`config.mk`:
```
export PLATFORM = sky130hd
export DESIGN_NAME = game_flow_ctrl_flat
export DESIGN_NICKNAME = d
export VERILOG_FILES = /design/src/rtl/game_flow_ctrl_pkg.sv /design/src/rtl/game_flow_ctrl_if.sv /design/src/rtl/game_flow_ctrl_stage_timer.sv /design/src/rtl/game_flow_ctrl.sv /design/src/flat_wrapper.sv
export SDC_FILE = /design/constraint.sdc
export NUM_CORES = 1
export LEC_CHECK = 0
export BUFFER_PORTS_ARGS = -buffer_cell sky130_fd_sc_hd__buf_4
export CAP_MARGIN = 20
export CORE_MARGIN = 1.5
export CORE_UTILIZATION = 50
export DETAILED_ROUTE_END_ITERATION = 10
export GPL_TIMING_DRIVEN = 1
export PLACE_DENSITY = 0.69
export SYNTH_ARGS = -nofsm -noshare
export SYNTH_HDL_FRONTEND = slang
export SYNTH_HIERARCHICAL = 1
export SYNTH_SLANG_ARGS = --single-unit
```
`constraint.sdc`:
```
create_clock -name clk -period 5.16 [get_ports clk]
set_clock_uncertainty 0.15 [all_clocks]
set_input_delay 0.516 -clock clk [delete_from_list [all_inputs] [get_ports clk]]
set_output_delay 0.516 -clock clk [all_outputs]
set_load 0.005 [all_outputs]
```
`src/rtl/game_flow_ctrl_pkg.sv`:
```
// Shared screen and task codes for the game sequencer and the UI overlay renderer.
// Helpers classify screens and give the last cursor index of each menu.
package game_flow_ctrl_pkg;

    typedef enum logic [3:0] {
        S_TITLE    = 4'd0,
        S_STAFF    = 4'd1,
        S_STAGE1   = 4'd2,
        S_SUCCESS1 = 4'd3,
        S_STAGE2   = 4'd4,
        S_SUCCESS2 = 4'd5,
        S_STAGE3   = 4'd6,
        S_SUCCESS3 = 4'd7,
        S_FAIL     = 4'd8,
        S_HELP     = 4'd9
    } state_t;

    typedef enum logic [1:0] {
        TODO_NONE       = 2'd0,
        TODO_FIND_KEY   = 2'd1,
        TODO_FIND_LIGHT = 2'd2,
        TODO_FIND_DOOR  = 2'd3
    } todo_t;

    localparam logic [3:0] PLAY_VALID_RST = 4'b0010;

    function automatic logic is_stage(input state_t s);
        return (s == S_STAGE1) || (s == S_STAGE2) || (s == S_STAGE3);
    endfunction

    // Highest selectable cursor index; single-item screens return 0.
    function automatic logic [1:0] menu_last(input state_t s);
        case (s)
            S_TITLE:                          return 2'd3;
            S_SUCCESS1, S_SUCCESS2, S_FAIL:   return 2'd1;
            default:                          return 2'd0;
        endcase
    endfunction

endpackage

```
`src/rtl/game_flow_ctrl_if.sv`:
```
// Bus between the game sequencer, the input/event sources and the overlay renderer.
// Optional time_left exists only when STAGE_TIMER_EN is defined.
interface game_flow_ctrl_if;
    // Every input is a one-cycle pulse with no back-pressure: it is consumed on the
    // next rising edge and must be low again afterwards. Outputs are registered levels.
    logic       btn_up;
    logic       btn_down;
    logic       btn_enter;
    logic       key_got;
    logic       light_on;
    logic       door_reached;
    logic       hit;
    logic [3:0] state;
    logic [1:0] menu_sel;
    logic [1:0] key_find;
    logic [1:0] life;
    logic [1:0] todo;
    logic [3:0] play_valid;
`ifdef STAGE_TIMER_EN
    logic [6:0] time_left;
`endif

    modport slave (
        input  btn_up, btn_down, btn_enter, key_got, light_on, door_reached, hit,
        output state, menu_sel, key_find, life, todo, play_valid
`ifdef STAGE_TIMER_EN
        , output time_left
`endif
    );

    modport master (
        output btn_up, btn_down, btn_enter, key_got, light_on, door_reached, hit,
        input  state, menu_sel, key_find, life, todo, play_valid
`ifdef STAGE_TIMER_EN
        , input time_left
`endif
    );
endinterface

```
`src/rtl/game_flow_ctrl_stage_timer.sv`:
```
// Per-stage countdown: a CLK_HZ prescaler feeding a seconds down-counter.
// Only instantiated when STAGE_TIMER_EN is defined.
module stage_timer #(
    parameter int CLK_HZ   = 100_000_000,
    parameter int TIME_SEC = 60
) (
    input  logic       clk,
    input  logic       rst,
    input  logic       load,
    input  logic       run,
    output logic       expired,
    output logic [6:0] time_left
);
    localparam int PW = (CLK_HZ > 1) ? $clog2(CLK_HZ) : 1;

    logic [PW-1:0] presc;
    logic [6:0]    secs;
    logic          tick;

    assign tick      = run && (presc == PW'(CLK_HZ - 1));
    assign time_left = secs;
    // Flag on the very tick that reaches zero so the sequencer leaves on that edge.
    assign expired   = run && ((secs == 7'd0) || (tick && secs == 7'd1));

    always_ff @(posedge clk) begin
        if (rst || load) begin
            presc <= '0;
            secs  <= 7'(TIME_SEC);
        end else if (run) begin
            if (tick) begin
                presc <= '0;
                if (secs != 7'd0) secs <= secs - 7'd1;
            end else begin
                presc <= presc + PW'(1);
            end
        end
    end
endmodule

```
`src/rtl/game_flow_ctrl.sv`:
```
// Top-level game sequencer: screens, menu cursor, stage tasks, lives and unlocks.
// Optional per-stage time limit is enabled by defining STAGE_TIMER_EN.
module game_flow_ctrl
    import game_flow_ctrl_pkg::*;
#(
    parameter int KEYS_REQ  = 3,
    parameter int LIFE_INIT = 3
`ifdef STAGE_TIMER_EN
    , parameter int CLK_HZ   = 100_000_000
    , parameter int TIME_SEC = 60
`endif
) (
    input  logic             clk,
    input  logic             rst,
    game_flow_ctrl_if.slave  bus
);
    localparam logic [1:0] KEYS_W = 2'(KEYS_REQ);
    localparam logic [1:0] LIFE_W = 2'(LIFE_INIT);

    state_t     state_q, state_d, last_q, last_d, enter_stage;
    todo_t      todo_q, todo_d;
    logic [1:0] menu_q, menu_d, menu_move, menu_max;
    logic [1:0] key_q, key_d;
    logic [1:0] life_q, life_d;
    logic [3:0] pv_q, pv_d;
    logic       enter_req;
    logic       in_stage;
    logic       legal;
    logic       timer_expired;

`ifdef STAGE_TIMER_EN
    stage_timer #(
        .CLK_HZ   (CLK_HZ),
        .TIME_SEC (TIME_SEC)
    ) u_stage_timer (
        .clk       (clk),
        .rst       (rst),
        .load      (enter_req),
        .run       (in_stage),
        .expired   (timer_expired),
        .time_left (bus.time_left)
    );
`else
    assign timer_expired = 1'b0;
`endif

    assign in_stage = is_stage(state_q);
    assign legal    = (state_q <= S_HELP);
    assign menu_max = menu_last(state_q);

    always_comb begin
        menu_move = menu_q;
        if (bus.btn_up && !bus.btn_down)
            menu_move = (menu_q == 2'd0) ? menu_max : menu_q - 2'd1;
        else if (bus.btn_down && !bus.btn_up)
            menu_move = (menu_q == menu_max) ? 2'd0 : menu_q + 2'd1;
    end

    always_comb begin
        state_d     = state_q;
        last_d      = last_q;
        todo_d      = todo_q;
        menu_d      = menu_q;
        key_d       = key_q;
        life_d      = life_q;
        pv_d        = pv_q;
        enter_req   = 1'b0;
        enter_stage = S_STAGE1;

        case (state_q)
            S_TITLE: if (bus.btn_enter) begin
                case (menu_q)
                    2'd0: begin enter_req = 1'b1; enter_stage = S_STAGE1; end
                    2'd1: if (pv_q[2]) begin enter_req = 1'b1; enter_stage = S_STAGE2; end
                    2'd2: if (pv_q[3]) begin enter_req = 1'b1; enter_stage = S_STAGE3; end
                    default: state_d = S_HELP;
                endcase
            end
            S_STAFF, S_HELP: if (bus.btn_enter) state_d = S_TITLE;
            S_SUCCESS1: if (bus.btn_enter) begin
                if (menu_q == 2'd0) begin enter_req = 1'b1; enter_stage = S_STAGE2; end
                else state_d = S_TITLE;
            end
            S_SUCCESS2: if (bus.btn_enter) begin
                if (menu_q == 2'd0) begin enter_req = 1'b1; enter_stage = S_STAGE3; end
                else state_d = S_TITLE;
            end
            S_SUCCESS3: if (bus.btn_enter) state_d = S_STAFF;
            S_FAIL: if (bus.btn_enter) begin
                if (menu_q == 2'd0) begin enter_req = 1'b1; enter_stage = last_q; end
                else state_d = S_TITLE;
            end
            S_STAGE1, S_STAGE2, S_STAGE3: begin
                // Only the highest-priority pulse acts, even if its condition then fails.
                if (bus.hit && state_q == S_STAGE3) begin
                    if (life_q <= 2'd1) begin
                        state_d = S_FAIL;
                        life_d  = 2'd0;
                    end else begin
                        life_d = life_q - 2'd1;
                    end
                end else if (timer_expired) begin
                    state_d = S_FAIL;
                end else if (bus.door_reached) begin
                    if (todo_q == TODO_FIND_DOOR) begin
                        case (state_q)
                            S_STAGE1: begin state_d = S_SUCCESS1; pv_d[2] = 1'b1; end
                            S_STAGE2: begin state_d = S_SUCCESS2; pv_d[3] = 1'b1; end
                            default:  state_d = S_SUCCESS3;
                        endcase
                    end
                end else if (bus.key_got) begin
                    if (todo_q == TODO_FIND_KEY && key_q < KEYS_W) begin
                        key_d = key_q + 2'd1;
                        if (key_q + 2'd1 == KEYS_W) todo_d = TODO_FIND_DOOR;
                    end
                end else if (bus.light_on) begin
                    if (todo_q == TODO_FIND_LIGHT) todo_d = TODO_FIND_KEY;
                end
            end
            default: state_d = S_TITLE;
        endcase

        if (legal && !in_stage && !bus.btn_enter)
            menu_d = menu_move;

        if (enter_req) begin
            state_d = enter_stage;
            last_d  = enter_stage;
            key_d   = 2'd0;
            life_d  = LIFE_W;
            todo_d  = (enter_stage == S_STAGE2) ? TODO_FIND_LIGHT : TODO_FIND_KEY;
        end else if (!is_stage(state_d)) begin
            todo_d = TODO_NONE;
        end

        if (state_d != state_q)
            menu_d = 2'd0;
    end

    always_ff @(posedge clk) begin
        if (rst) begin
            state_q <= S_TITLE;
            last_q  <= S_STAGE1;
            todo_q  <= TODO_NONE;
            menu_q  <= 2'd0;
            key_q   <= 2'd0;
            life_q  <= LIFE_W;
            pv_q    <= PLAY_VALID_RST;
        end else begin
            state_q <= state_d;
            last_q  <= last_d;
            todo_q  <= todo_d;
            menu_q  <= menu_d;
            key_q   <= key_d;
            life_q  <= life_d;
            pv_q    <= pv_d;
        end
    end

    assign bus.state      = state_q;
    assign bus.menu_sel   = menu_q;
    assign bus.key_find   = key_q;
    assign bus.life       = life_q;
    assign bus.todo       = todo_q;
    assign bus.play_valid = pv_q;
endmodule
```
`src/flat_wrapper.sv`:
```
// flat-port wrapper written by rule: the top's interface ports become plain ports
module game_flow_ctrl_flat import game_flow_ctrl_pkg::*;
#(
    parameter int KEYS_REQ  = 3,
    parameter int LIFE_INIT = 3

)
  (clk, rst, bus_btn_up, bus_btn_down, bus_btn_enter, bus_key_got, bus_light_on, bus_door_reached, bus_hit, bus_state, bus_menu_sel, bus_key_find, bus_life, bus_todo, bus_play_valid);
  game_flow_ctrl_if bus_i ();
  input  logic clk;
  input  logic rst;
  input wire logic [$bits(bus_i.btn_up)-1:0] bus_btn_up;
  input wire logic [$bits(bus_i.btn_down)-1:0] bus_btn_down;
  input wire logic [$bits(bus_i.btn_enter)-1:0] bus_btn_enter;
  input wire logic [$bits(bus_i.key_got)-1:0] bus_key_got;
  input wire logic [$bits(bus_i.light_on)-1:0] bus_light_on;
  input wire logic [$bits(bus_i.door_reached)-1:0] bus_door_reached;
  input wire logic [$bits(bus_i.hit)-1:0] bus_hit;
  output wire logic [$bits(bus_i.state)-1:0] bus_state;
  output wire logic [$bits(bus_i.menu_sel)-1:0] bus_menu_sel;
  output wire logic [$bits(bus_i.key_find)-1:0] bus_key_find;
  output wire logic [$bits(bus_i.life)-1:0] bus_life;
  output wire logic [$bits(bus_i.todo)-1:0] bus_todo;
  output wire logic [$bits(bus_i.play_valid)-1:0] bus_play_valid;
  assign bus_i.btn_up = bus_btn_up;
  assign bus_i.btn_down = bus_btn_down;
  assign bus_i.btn_enter = bus_btn_enter;
  assign bus_i.key_got = bus_key_got;
  assign bus_i.light_on = bus_light_on;
  assign bus_i.door_reached = bus_door_reached;
  assign bus_i.hit = bus_hit;
  assign bus_state = bus_i.state;
  assign bus_menu_sel = bus_i.menu_sel;
  assign bus_key_find = bus_i.key_find;
  assign bus_life = bus_i.life;
  assign bus_todo = bus_i.todo;
  assign bus_play_valid = bus_i.play_valid;
  game_flow_ctrl #(.KEYS_REQ(KEYS_REQ), .LIFE_INIT(LIFE_INIT)) u_core (.clk(clk), .rst(rst), .bus(bus_i));
endmodule
```
==> summary.md <==
| Metric | Value |
|---|---|
| Hold_ws | 326.4 ps |
| CP required | 5180 ps |
| Setup Buffers After CTS | 0 |
| CP Cell Sequence | nand4bb_1 > o211a_1 > o2111a_1 > inv_1 > o311ai_1 > nor3_1 |
| #FFs+latches synth | 18 |
| Slowest Stage Delay on Critical Path | 940 ps |
| Worst-margin pin slew | 918.0 ps |
| Post-synth EDFFs | 0 |
| CTS resizes | 0 |
| Number of buffers added on ports | 22 |
| H-Tree Level Count | 1 |
| Power density over the cells | 261.1 nW/um2 |
| Post-DP HPWL | 2890 um |
| Gate Count Post-Synth | 192 |
| Worst rel slew slack | 38.71% |
| GPL Wtd Cong | 0.9537 |
| Post-synthesis net count | 208 |
| Min-Delay Endpoint | u_core/last_q[1]$_SDFFE_PP1P_ |
| Clock Tree Root | clkbuf_4 |
| Vias in the first global route | 1404 |
| Post-synth top cells | dfxtp_1 (18), nand2_1 (17), nor2_1 (12) |
| Register area share after synthesis | 24.02% |
| # hold bufs at CTS | 0 |
| Largest net degree at the start of global routing | 27 |
| Final net count | 221 |
| Int Power | 266.2 uW |
| Layout fillers | 271 |
| Run status | finished with violations |
| Max Cap Violations | 0 |
| Area grow syn2layout | 10.76% |
| Top cells by area, synth | dfxtp_1 (24%), ha_1 (5.8%), nand2_1 (4.3%), a21oi_1 (3.0%), o21ai_0 (3.0%) |
| CTS tree | yes |
| Sequential cell fraction of total power | 41.6% |
| All-Layer GR Usage | 25.77% |
| Switching share of total power | 38.63% |
| Initial antenna violation count | 0 |
| Peak supply drop | 0.1467 mV |
| Die X-Extent | 57.78 um |
| Synth Flop Type | dfxtp_1 |
| Wire per inst | 17.37 um |
| Critical path class | reg -> reg |
| Slowest-stage cell, CP | dfxtp_1 |
| Final-report max-slew violation count | 0 |
| Avg Cell Area, Syn | 7.813 um2 |
| RSZ-0062 raised after global routing | no |
| Crit-path max FO | 26 |
| First-pass GRT wire length | 6762 um |
| Clk_lat worst skew | 290 ps |
| Worst endpoint data arrival time | 3030 ps |
| CTS Buf Count | 3 |
| Setup TNS | 0 ps |
| Post-Syn Area | 1500 um2 |
| Initial Utilization | 53.48% |
| Reg2Reg Capture Point | u_core/bus.menu_sel[1]$_SDFFE_PP0P_ |
| Core area | 2805 um2 |
| Final Critical Period | 3017 ps |
| Hold Fails Final Rpt | 0 |
| Final ANT Viol Nets | 0 |
| Diodes inserted | 0 |
| Final period util | 58.46% |
| Multi-input combinational cell area | 1023 um2 |
| Fmax | 0.3315 GHz |
| Yosys top cell area share | 24.02% |
| I/O pin count | 25 |
| Worst setup EP type | flip-flop |
| Drc violations | 6 |
| Leak pwr | 0.0006659 uW |
| Vias | 1519 |
| Cell taking the most area after synthesis | dfxtp_1 |
| Reg-to-reg critical path startpoint | u_core/bus.state[1]$_SDFF_PP0_ |
| Clock network power share | 20.3% |
| Hold Path Cell Cnt | 2 |
| Comb pwr share | 38.1% |
| Worst-path clk slew | 110 ps |
| Final setup fails | 0 |
| Initial drt markers | 157 |
| Clock sink count | 18 |
| First drt pass iteration count | 8 |
| DRT Wirelength | 4082 um |
| GR Overflow Total | 0 |
| Most common cell in the netlist | dfxtp_1 |
| Violated checks | DRC |
| Worst hold start | u_core/last_q[1]$_SDFFE_PP1P_ |
| Clk buf depth | 2 |
| Reg2reg path depth | 6 |
| Min-Delay Path Class | reg -> reg |
| Async SR Flop Fraction | 0% |
| Share of layout cells above drive strength 1 | 18.14% |
| Yosys Warn Count | 6 |
| Die height | 57.78 um |
| Count of cell types in the netlist | 59 |
| DR vias/cell | 6.464 |
| Sw Pwr | 167.6 uW |
| FF-to-FF setup slack | 2140 ps |
| Startpoint types | flip-flop |
| FF/Latch Area | 360.3 um2 |
| Die area | 3338 um2 |
| Row cnt | 19 |
how the worst max path moves through the flow:
stage,startpoint,to
2_1_floorplan,u_core/bus.menu_sel[0]$_SDFFE_PP0P_,u_core/bus.menu_sel[1]$_SDFFE_PP0P_
3_3_place_gp,u_core/bus.state[0]$_SDFF_PP0_,u_core/bus.menu_sel[1]$_SDFFE_PP0P_
3_5_place_dp,u_core/bus.state[1]$_SDFF_PP0_,u_core/bus.menu_sel[1]$_SDFFE_PP0P_
4_1_cts,u_core/bus.state[1]$_SDFF_PP0_,u_core/bus.menu_sel[1]$_SDFFE_PP0P_
5_1_grt,u_core/bus.state[0]$_SDFF_PP0_,u_core/bus.menu_sel[1]$_SDFFE_PP0P_
6_report,u_core/bus.state[1]$_SDFF_PP0_,u_core/bus.menu_sel[1]$_SDFFE_PP0P_
cells by family (layout without fill, tap and decap cells):
kind of cell	Yosys count	count (layout)	synth area share (%)
AO/OA/AOI/OAI	58	58	27.61
XOR/XNOR	1	1	0.5839
adder cells (fa/ha/maj)	7	7	5.838
buffers and inverters	24	36	7.756
flip-flops	18	18	24.02
multiplexers	1	1	0.7506
other	2	2	0.5006
AND/OR/NAND/NOR	81	81	32.94
state kept, by name, summed over array words and instances, names as in the netlist:
signal and cells:
u_core/bus.state 4, u_core/bus.life 2, u_core/bus.key_find 2, u_core/last_q 4
u_core/bus.menu_sel 2, u_core/bus.todo 2, u_core/bus.play_valid 2
layout by cell type, fill, tap and decap left out, types with 3 or more instances in the layout:
master,count
a21o_1,3
a21oi_1,9
nand2b_1,3
buf_4,22
nor3_1,5
inv_1,10
clkbuf_4,3
and2_1,3
o21ai_0,9
ha_1,7
nor4bb_1,3
nand3_1,7
nand2_1,17
dfxtp_1,18
nor2_1,12
nor2b_1,6
a31oi_1,5
or2_2,3
nand3b_1,5
area by class of cell:
cell class,instances,area share (%)
multi-input cells,150,61.60
flip-flops and latches,18,21.69
inverters,10,2.259
repair buffers,22,9.940
well taps,31,2.334
clock buffers,4,2.184
power by group through the flow:
stage	clock (uW)	sequential (uW)	combinational [uW]
3_3_place_gp	0	181	157
2_1_floorplan	0	163	138
4_1_cts	89.9	179	161
5_1_grt	98.3	184	181
3_5_place_dp	0	183	160
6_report	88.2	180	165
through the flow:
step	util [%]	cell area, um2	setup WS [ps]	cells	power [uW]
2_1_floorplan	-	1500	2873	192	301.6
3_3_place_gp	57.94	1625	2388	231	337.5
3_5_place_dp	57.94	1625	2255	231	342.8
4_1_cts	59.23	1662	2238	235	430.3
5_1_grt	59.23	1662	1989	235	462.7
6_report	59.23	1662	2143	235	433.8
metal layers:
metal / vias up / routed length, um / track usage (%)
met1: 718 / 1789 / 34.90
met2: 70 / 2024 / 44.16
met3: 6 / 232 / 2.232
met5: - / 0 / 0
met4: 0 / 35 / 6.645
li1: 725 / - / -
critical path: cells and delay by family, from the launching register on:
kind                   cells  cell delay, ps
and+or+nand+nor            2             380
DFF                        1             940
AOI/OAI and AO/OA          3            1190
buffers and inverters      1             210
(Power assumes the default switching activity.)
